--- config.mk ---
export PLATFORM = sky130hd
export DESIGN_NAME = if_fetch_unit
export DESIGN_NICKNAME = d
export VERILOG_FILES = /design/src/rtl/if_fetch_unit.sv
export SDC_FILE = /design/constraint.sdc
export NUM_CORES = 1
export LEC_CHECK = 0
export CAP_MARGIN = 20
export CORE_MARGIN = 2
export CORE_UTILIZATION = 40
export CTS_CLUSTER_DIAMETER = 200
export CTS_CLUSTER_SIZE = 20
export DETAILED_ROUTE_END_ITERATION = 16
export PLACE_DENSITY_LB_ADDON = 0.3
export SKIP_CTS_REPAIR_TIMING = 1
export SLEW_MARGIN = 20
export SYNTH_ARGS = -nofsm -noshare
export SYNTH_HDL_FRONTEND = slang
export SYNTH_SLANG_ARGS = --single-unit
export TNS_END_PERCENT = 50
--- constraint.sdc ---
create_clock -name clk -period 2 [get_ports clk]
set_input_delay 0.6 -clock clk [delete_from_list [all_inputs] [get_ports clk]]
set_output_delay 0.6 -clock clk [all_outputs]
set_load 0.01 [all_outputs]
--- src/rtl/if_fetch_unit.sv ---
// Instruction fetch unit: keeps at most one instruction-memory request in flight and feeds the
// IF/ID register, with stall hold, redirect flush and a kill flag for responses already in flight.
module if_fetch_unit #(
  parameter int unsigned DATA_W = 32,
  parameter int unsigned PC_W   = 9
) (
  input  logic              clk,
  input  logic              rst,
  input  logic              pause,
  input  logic              redirect,
  input  logic [PC_W-1:0]   redirect_pc,
  output logic              imem_req,
  output logic [PC_W-1:0]   imem_addr,
  input  logic              imem_gnt,
  input  logic              imem_rvalid,
  input  logic [DATA_W-1:0] imem_rdata,
  output logic              valid_o,
  output logic [DATA_W-1:0] inst_o,
  output logic [PC_W-1:0]   pc_o,
  output logic [DATA_W-1:0] pc4_o,
  output logic [7:0]        discard_cnt
);

  typedef enum logic [1:0] {StIdle, StReq, StWait, StFull} state_e;

  state_e          state_q;
  logic [PC_W-1:0] pc_q;
  logic            kill_q;

  logic [PC_W-1:0] redirect_tgt;
  logic [PC_W-1:0] pc_seq;
  logic [PC_W-1:0] pc_o_plus4;
  logic [7:0]      discard_inc;

  assign redirect_tgt = {redirect_pc[PC_W-1:2], 2'b00};
  assign pc_seq       = pc_q + PC_W'(4);
  assign pc_o_plus4   = pc_o + PC_W'(4);
  assign pc4_o        = DATA_W'(pc_o_plus4);
  assign discard_inc  = (discard_cnt == 8'hFF) ? discard_cnt : discard_cnt + 8'd1;

  assign imem_req  = (state_q == StReq);
  assign imem_addr = pc_q;

  always_ff @(posedge clk) begin
    if (!rst) begin
      state_q     <= StIdle;
      pc_q        <= '0;
      kill_q      <= 1'b0;
      valid_o     <= 1'b0;
      inst_o      <= '0;
      pc_o        <= '0;
      discard_cnt <= '0;
    end else begin
      case (state_q)
        StIdle: begin
          state_q <= StReq;
          if (redirect) pc_q <= redirect_tgt;
        end

        StReq: begin
          if (redirect) pc_q <= redirect_tgt;
          if (imem_gnt) begin
            state_q <= StWait;
            // The accepted request already targets the stale path.
            kill_q  <= redirect;
          end
        end

        StWait: begin
          if (imem_rvalid) begin
            if (kill_q || redirect) begin
              kill_q      <= 1'b0;
              discard_cnt <= discard_inc;
              state_q     <= StReq;
              if (redirect) pc_q <= redirect_tgt;
            end else begin
              inst_o  <= imem_rdata;
              pc_o    <= pc_q;
              valid_o <= 1'b1;
              state_q <= StFull;
            end
          end else if (redirect) begin
            pc_q   <= redirect_tgt;
            kill_q <= 1'b1;
          end
        end

        StFull: begin
          // Redirect wins over both stall and consumption.
          if (redirect) begin
            pc_q    <= redirect_tgt;
            valid_o <= 1'b0;
            state_q <= StReq;
          end else if (!pause) begin
            pc_q    <= pc_seq;
            valid_o <= 1'b0;
            state_q <= StReq;
          end
        end

        default: state_q <= StIdle;
      endcase
    end
  end

endmodule

==> impl_metrics.csv, run 1 <==
group,metric,value,unit
power_and_ir_drop,p_total,2.87,mW
job,drv_cap,0,
power_and_ir_drop,power.density,665,nW/um^2
cells_and_area,final_common_cell,"clkdlybuf4s50_1",
cells_and_area,multi_input_area,1450,um^2
global_routing,grt_pass1_wl,11400,um
power_and_ir_drop,p_int,2.23,mW
die,core,6790,um^2
global_routing,grt_util_all_layers,0.189,
synth,synth_top_cell_area_share,0.412,
setup_path,path_max_fanout,2,
synth,ys_top_cells_by_area,"dfxtp_1 41%, nand2_1 13%, buf_4 7.7%, a21boi_0 7.5%, a21oi_1 3.7%",
cells_and_area,drive_gt1_frac,0.120,
setup_path,cp.required,1.40,ns
synth,yosysWarnings,0,
drt,wl_per_cell,12.5,um
synth,ys_ff_latch,58,
synth,synthArstFlopShare,0,
setup_path,cp-start-kind,"register",
timing,maxSlewViolCount,0,
placed_design,finalWeightedCongestion,0.911,
drt,vias,2716,
synth,syn_inst,351,
timing,worst_clock_skew,0.00639,ns
cells_and_area,final_cell_mix,"98 x clkdlybuf4s50_1, 94 x nand2_1, 52 x dfxtp_1, 29 x conb_1, 28 x a21boi_0",
clocking,clk_pin_slew,0.07,ns
cells_and_area,area_delta_synth_final,53.3,%
timing,fin_crit_sh,1.00,
drt,viasPerCell,4.70,
clocking,cts.sinks,58,
global_routing,globalRouteOverflowTotal,0,
clocking,htreeDepth,3,
synth,synth_ff_type,"dfxtp_1",
global_routing,antenna_found_initial,0,
global_routing,grt_start_max_net_pins,26,
drt,drt-initial-drc-count,99,
status,outcome,"finished, violations left",
min_path,hold_path.class,"register to register",
timing,fin_tns_setup,-0.00698,ns
synth,ys_seq_area_frac,0.412,
drt,dr.pass1.iters,4,
timing,hold_violations,0,
placed_design,port_buffers,107,
cells_and_area,fin_nets,531,
clocking,clock_latency,0.34,ns
timing,setup_ws,-0.00698,ns
setup_path,cp_cell_sequence,"ha_2, and3_4, nand3_1, xnor2_1, buf_2",
setup_path,crit_arrival,1.41,ns
die,dieHeight,87.9,um
die,rows,30,
die,fp.dieW,87.9,um
power_and_ir_drop,p_seq_frac,0.420,
timing,fmax,498,MHz
drt,drcViolationCount,0,
clocking,clock_path_buffers,2,
power_and_ir_drop,p_sw,639,uW
min_path,hold_depth,2,
setup_path,cp_slowest_cell,"dfxtp_1",
timing,rsz0062_at_grt,"true",
synth,yosys.cell_types.count,47,
power_and_ir_drop,vdd_ir_drop_max,0.000330,V
placed_design,dp_hpwl,5350,um
cells_and_area,fin_area,4320,um^2
synth,avgSynthCellArea,8.02,um^2
clocking,cts_buffers,9,
synth,yosysTopAreaCell,"dfxtp_1",
clocking,cts_tree,"built",
placed_design,dpl_cell_area,4060,um^2
drt,wirelength,7240,um
status,violations,"setup timing",
die,die_area,7720,um^2
setup_path,slowest_delay,0.34,ns
cells_and_area,n_antenna_cell,0,
timing,setup_viol,1,
cells_and_area,fill_cells,628,
synth,synth_edf_count,0,
power_and_ir_drop,leakage,1.68,nW
timing,fin_hold_ws,0.457,ns
power_and_ir_drop,power.share.clock,0.465,
timing,fin_crit,2.01,ns
die,initial_utilization,0.414,
setup_path,worstRegToRegCells,5,
power_and_ir_drop,combPwrFrac,0.115,
global_routing,grt_pass1_vias,2470,
synth,synth_area,2820,um^2
setup_path,critical_path_class,"register to output port",
cells_and_area,regArea,1170,um^2
drt,ant_nets,0,
power_and_ir_drop,swShare,0.223,
die,ios,139,
clocking,clock-root-buffer,"clkbuf_8",
setup_path,setup.worst_path.end_class,"output port",
## cell families after synthesis
family	count (synthesis)	synth area share
multiplexers	1	0.00356
other	1	0.00133
adder cells (fa/ha/maj)	7	0.0311
XOR/XNOR	7	0.0218
AO/OA/AOI/OAI	79	0.190
buffers and inverters	55	0.116
flip-flops	58	0.412
AND/OR/NAND/NOR	143	0.224
## per-layer routing
layer  GRT usage  vias up  routed length (um)
met5           0        -                   0
met4      0.0741        0                 143
met3      0.0481       12                 396
met2       0.328       95                3610
met1       0.224     1233                3090
li1            -     1376                   -
## critical path: cells and delay by family, from the launching register on
| family | cells | cell delay, ns |
|---|---|---|
| xor+xnor | 1 | 0.13 |
| fa+ha+maj | 1 | 0.19 |
| buf+inv | 1 | 0.14 |
| flops | 1 | 0.34 |
| simple gates | 2 | 0.28 |
## registers in the layout, indices dropped and copies added, names as in the netlist
signal	count
pc_o	7
inst_o	32
valid_o	1
kill_q	1
discard_cnt	8
imem_addr	7
state_q	2
## stage by stage
step | worst slack, ns | utilization | std cells
global route | -0.0915 | 0.635 | 578
detailed placement | -0.219 | 0.597 | 562
finish | -0.00698 | 0.635 | 578
floorplan | 0.258 | - | 379
CTS | -0.467 | 0.633 | 578
global placement | -0.162 | 0.597 | 562
## cells in the mapped netlist (all sizes together) (3+ instances only)
cell / instances
nand2: 94
nor2: 9
clkbuf: 14
nand3: 12
dfxtp: 58
nor2b: 3
and3: 3
a21boi: 29
nor3: 4
xnor2: 5
nand3b: 3
nand2b: 3
ha: 7
buf: 34
o211ai: 5
o21ai: 6
a31oi: 3
a21oi: 21
inv: 7
## path summary, 6_finish.rpt
check | slack (ns) | end | start
worst max register to register | 0.20 | discard_cnt[5] | state_q[0]
worst min register to register | 0.46 | inst_o[29] | inst_o[29]
worst max-delay path | -0.007 | pc4_o[8] | pc_o[3]
worst min-delay path | 0.46 | inst_o[29] | inst_o[29]
## final cells by class
class	count	area share
Multi-Input combinational cell	266	0.336
Tap cell	96	0.0278
Clock inverter	4	0.0229
Inverter	7	0.00609
Sequential cell	58	0.271
Clock buffer	12	0.0336
Timing Repair Buffer	135	0.303
## power groups by stage
stage | clock [mW] | sequential (mW) | combinational, mW
floorplan | 0 | 1.23 | 0.177
global placement | 0 | 1.23 | 0.322
detailed placement | 0 | 1.23 | 0.328
CTS | 1.35 | 1.21 | 0.331
global route | 1.40 | 1.21 | 0.358
finish | 1.33 | 1.21 | 0.329
Power figures use the tool's default switching activity.
==> run 2: changes to the inputs <==
- ABC_AREA: not set -> 1
- CORE_UTILIZATION: 40 -> 41
==> run 2 against run 1 <==
The flow now finishes without violations. Clock power down 29%. Final cell count up 4.2%. Routed wire length about the same. Global-route usage down 0.26 points. Critical endpoint unchanged. Utilization down 1.1 points. Sequential power up 6%. First-iteration DRC count down 12%. Final area down 2.3%.
==> impl_metrics.csv, run 2 <==
group,metric,value,unit
status,outcome,"finished clean",
synth,synth_area,2840,um^2
clocking,htreeDepth,3,
placed_design,dp_hpwl,5320,um
setup_path,path_max_fanout,2,
timing,setup_ws,0.0102,ns
synth,avgSynthCellArea,7.24,um^2
synth,synth_ff_type,"dfxtp_1",
drt,drt-initial-drc-count,87,
die,fp.dieW,87.2,um
job,drv_cap,0,
setup_path,cp_cell_sequence,"ha_4, nand3_1, nor2_2, xor2_1, buf_2",
synth,yosysMostFrequentCell,"nand2_1",
global_routing,grt_start_max_net_pins,33,
placed_design,dp_slack,-0.0899,ns
synth,synthSimpleGateAreaFrac,0.254,
die,die_area,7600,um^2
setup_path,cp-start-kind,"register",
timing,hold_violations,0,
timing,worst_clock_skew,0.00564,ns
global_routing,antenna_found_initial,0,
cells_and_area,area_delta_synth_final,48.7,%
setup_path,slowest_delay,0.37,ns
clocking,cts.sinks,58,
cells_and_area,largest_reg_flops,32,
cells_and_area,fin_nets,571,
synth,synthMuxAreaShare,0.00353,
min_path,hold_path.class,"register to register",
setup_path,crit_buf_inv,1,
placed_design,dpl.cell_count,585,
drt,drcViolationCount,0,
synth,synth_xor_area_frac,0.0278,
synth,synth_common_cells,"118 x nand2_1, 58 x dfxtp_1, 53 x a21oi_1",
die,rows,30,
cells_and_area,top_regs,"inst_o x32, discard_cnt x8",
placed_design,dpl_cell_area,3980,um^2
global_routing,globalRouteOverflowTotal,0,
setup_path,setup.worst_path.end_class,"output port",
drt,vias,2771,
setup_path,cp_slowest_cell,"dfxtp_2",
timing,fin_tns_setup,0,ns
global_routing,grt_util_all_layers,0.187,
synth,ys_top_cells_by_area,"dfxtp_1 41%, nand2_1 16%, a21oi_1 9.4%, buf_4 7.7%, nor2_1 3.6%",
setup_path,cp_top_family,"flip-flops",
cells_and_area,drive_gt1_frac,0.123,
clocking,cts_buffers,9,
cells_and_area,regMostFlops,"inst_o",
cells_and_area,final_common_cell,"nand2_1",
power_and_ir_drop,vdd_ir_drop_max,0.000342,V
drt,viasPerCell,4.60,
synth,ys_ff_latch,58,
setup_path,cp.required,1.40,ns
cells_and_area,n_antenna_cell,0,
synth,ys_seq_area_frac,0.409,
synth,yosysTopAreaCell,"dfxtp_1",
die,initial_utilization,0.420,
synth,synth_fa_ha_area_frac,0.0309,
global_routing,grt_pass1_wl,11100,um
power_and_ir_drop,leakage,1.73,nW
timing,setup_viol,0,
global_routing,grt_pass1_vias,2476,
die,dieHeight,87.2,um
placed_design,port_buffers,107,
clocking,clock-root-buffer,"clkbuf_8",
timing,fmax,503,MHz
placed_design,finalWeightedCongestion,0.885,
clocking,cts_tree,"built",
synth,yosys.cell_types.count,28,
synth,synthArstFlopShare,0,
clocking,clock_path_buffers,2,
synth,yosysWarnings,0,
drt,wirelength,7230,um
drt,ant_nets,0,
synth,synth_top_cell_area_share,0.409,
drt,dr.pass1.iters,4,
power_and_ir_drop,power.density,676,nW/um^2
timing,fin_crit_sh,0.995,
drt,wl_per_cell,12.0,um
clocking,clock_latency,0.33,ns
synth,syn_inst,392,
synth,synth_compound_area_frac,0.133,
cells_and_area,fill_cells,604,
timing,rsz0062_at_grt,"true",
setup_path,critical_path_class,"register to output port",
setup_path,crit_arrival,1.39,ns
cells_and_area,final_cell_mix,"118 x nand2_1, 98 x clkdlybuf4s50_1, 54 x dfxtp_1, 53 x a21oi_1, 29 x conb_1",
synth,synth_edf_count,0,
cells_and_area,instances_no_fill,602,
timing,fin_crit,1.99,ns
clocking,clk_pin_slew,0.07,ns
cells_and_area,fin_area,4220,um^2
synth,synth_top_family_by_area,"simple AND/OR/NAND/NOR gates",
die,ios,139,
timing,maxSlewViolCount,0,
die,core,6760,um^2
[run 2: routing by layer]
layer  GRT usage  routed length, um  up-vias
met5           0                  0        -
met4      0.0839                138        0
met3      0.0455                377       11
met2       0.317               3630       83
met1       0.222               3090     1236
li1            -                  -     1441
[run 2: worst paths after layout]
check | slack (ns) | endpoint | cells after the start | start
setup / recovery | 0.01 | pc4_o[8] | 5 | pc_o[3]
hold / removal | 0.46 | inst_o[23] | 2 | inst_o[23]
setup reg to reg | 0.46 | state_q[0] | 6 | state_q[1]
hold reg to reg | 0.46 | inst_o[23] | 2 | inst_o[23]
[run 2: kinds of logic after synthesis]
group / after synthesis
other cells: 1
xor+xnor: 9
flops: 58
mux: 1
compound gates: 73
simple gates: 174
fa+ha+maj: 7
buf+inv: 69
[run 2: power breakdown]
part | total, mW | internal, mW | switching [mW] | leakage [nW]
registers | 1.28 | 1.22 | 0.0585 | 0.472
logic | 0.631 | 0.311 | 0.320 | 1.18
clock network | 0.938 | 0.476 | 0.462 | 0.0851
[run 2: per-stage QoR]
step | hold WS [ns] | total power, mW | util
2_1_floorplan | 0.488 | 1.67 | -
5_1_grt | 0.481 | 3.01 | 0.624
3_5_place_dp | 0.454 | 1.94 | 0.590
3_3_place_gp | 0.451 | 1.92 | 0.590
4_1_cts | 0.464 | 2.89 | 0.615
6_report | 0.461 | 2.85 | 0.624
[run 2: layout make-up]
type	instances	area, um^2	share of cell area
Sequential cell	58	1170	0.277
Tap cell	80	100	0.0237
Timing Repair Buffer	129	1250	0.297
Clock buffer	11	141	0.0335
Multi-Input combinational cell	293	1430	0.338
Clock inverter	5	30.0	0.00712
Inverter	26	98.8	0.0234
[run 2: tightest hold or removal path, cell delays in order (launching register included)]
cell	delay (ns)
dfxtp_1	0.31
nand2_1	0.06
a21oi_1	0.05
==> run 3: changes to the inputs <==
- CORE_UTILIZATION: 41 -> 54
- DONT_BUFFER_PORTS: not set -> 1
==> run 3 against run 2 <==
Count of clock-buffer cells in the layout unchanged. Register-to-register slack got worse by 0.09 ns. Sequential share of layout area increased by 11 points. Utilization decreased by 3.2 points. Routed wire length decreased by 15%. Largest power group unchanged.
==> impl_metrics.csv, run 3 (synthesis results as in run 2) <==
group,metric,value,unit
status,outcome,"finished clean",
setup_path,cp-start-kind,"register",
cells_and_area,drive_gt1_frac,0.104,
drt,drcViolationCount,0,
cells_and_area,final_cell_mix,"118 x nand2_1, 58 x dfxtp_1, 53 x a21oi_1, 29 x conb_1, 25 x nor2_1",
clocking,clock-root-buffer,"clkbuf_8",
timing,rsz0062_at_grt,"true",
cells_and_area,multi_input_area,1410,um^2
die,ios,139,
placed_design,dp_hpwl,4440,um
clocking,clock_latency,0.33,ns
drt,ant_nets,0,
clocking,cts_tree,"built",
clocking,clk_pin_slew,0.06,ns
power_and_ir_drop,p_int,1.82,mW
global_routing,met2_usage,0.359,
global_routing,grt_pass1_wl,10300,um
cells_and_area,final_common_cell,"nand2_1",
cells_and_area,fin_area,3000,um^2
cells_and_area,area_delta_synth_final,5.91,%
setup_path,critical_path_class,"register to output port",
power_and_ir_drop,power.density,867,nW/um^2
global_routing,globalRouteOverflowTotal,0,
timing,fin_crit,1.94,ns
die,initial_utilization,0.559,
global_routing,met1_usage,0.255,
global_routing,grt_util_all_layers,0.219,
placed_design,dpl.cell_count,456,
timing,worst_clock_skew,0.00651,ns
setup_path,r2r_end,"discard_cnt[0]",
die,fp.dieW,76.5,um
setup_path,cp.required,1.40,ns
timing,maxSlewViolCount,0,
power_and_ir_drop,swShare,0.301,
timing,fmax,515,MHz
setup_path,endpoint,"pc4_o[8]",
global_routing,grt_start_max_net_pins,30,
cells_and_area,largest_reg_flops,32,
cells_and_area,instances_no_fill,472,
die,core,5070,um^2
job,drv_cap,0,
cells_and_area,postLayoutCoreUtil,0.592,
drt,dr.pass1.iters,4,
placed_design,port_buffers,0,
setup_path,path_max_fanout,3,
setup_path,ff2ff_setup_slack,0.37,ns
power_and_ir_drop,p_sw,783,uW
setup_path,crit_arrival,1.34,ns
drt,viasPerCell,4.98,
timing,hold_violations,0,
clocking,cts.sinks,58,
global_routing,grt.met3_usage,0.0746,
drt,vias,2352,
setup_path,reg2reg_from,"state_q[0]",
drt,drt-initial-drc-count,97,
cells_and_area,n_antenna_cell,0,
placed_design,finalWeightedCongestion,0.900,
cells_and_area,fill_cells,509,
global_routing,top_usage_layer,"met2",
power_and_ir_drop,power.share.clock,0.355,
power_and_ir_drop,leakage,1.20,nW
cells_and_area,regMostFlops,"inst_o",
setup_path,setup.worst_path.end_class,"output port",
timing,fin_hold_ws,0.392,ns
die,rows,26,
clocking,clock_path_buffers,2,
cells_and_area,fin_nets,451,
die,die_area,5850,um^2
power_and_ir_drop,combPwrFrac,0.140,
timing,fin_tns_setup,0,ns
clocking,cts_buffers,9,
drt,wirelength,6160,um
cells_and_area,top_regs,"inst_o x32, discard_cnt x8",
die,dieHeight,76.5,um
setup_path,worstRegToRegCells,9,
clocking,htreeDepth,3,
global_routing,antenna_found_initial,0,
power_and_ir_drop,vdd_ir_drop_max,0.000504,V
timing,fin_crit_sh,0.971,
power_and_ir_drop,p_seq_frac,0.505,
global_routing,grt_pass1_vias,2251,
min_path,hold_path.class,"input port to register",
drt,wl_per_cell,13.1,um
setup_path,cp-startpoint,"pc_o[2]",
placed_design,dpl_cell_area,2810,um^2
cells_and_area,regArea,1160,um^2
timing,setup_viol,0,
## run 3: worst max-delay path, cell delays in order (launching register included)
cell	delay (ns)
dfxtp_1	0.34
ha_2	0.21
nand3_1	0.09
nor2_2	0.14
xor2_2	0.24
## run 3: layout make-up
type	instances	share of cell area
clock buffer	11	0.0471
clock inverter	5	0.0100
inverter	26	0.0329
multi-input combinational	293	0.468
sequential	58	0.387
tap	70	0.0292
timing repair buffer	9	0.0267
## run 3: how the worst min path moves through the flow
stage	slack [ns]	from	to	cells after the start
5_1_grt	0.38	rst	discard_cnt[5]	2
4_1_cts	0.37	rst	discard_cnt[0]	2
2_1_floorplan	0.49	inst_o[10]	inst_o[10]	2
3_3_place_gp	0.50	inst_o[24]	inst_o[24]	2
3_5_place_dp	0.50	inst_o[1]	inst_o[1]	2
6_report	0.39	rst	discard_cnt[0]	2
## run 3: power by group through the flow
stage | Combinational (mW) | Sequential (mW) | Clock, mW
finish | 0.366 | 1.31 | 0.925
global placement | 0.353 | 1.34 | 0
global route | 0.431 | 1.33 | 1.01
detailed placement | 0.364 | 1.34 | 0
floorplan | 0.348 | 1.32 | 0
CTS | 0.365 | 1.32 | 0.964
## run 3: stage by stage
stage / setup slack (ns) / power (mW)
finish: 0.0577 / 2.61
floorplan: 0.357 / 1.67
global route: -0.0277 / 2.77
CTS: -0.0419 / 2.64
detailed placement: 0.317 / 1.71
global placement: 0.334 / 1.69
## run 3: per-layer routing
layer | wire length [um] | share of wire | vias up
li1 | - | - | 1204
met1 | 2650 | 0.43 | 1050
met2 | 2930 | 0.48 | 89
met3 | 490 | 0.080 | 9
met4 | 93 | 0.015 | 0
met5 | 0 | 0 | -
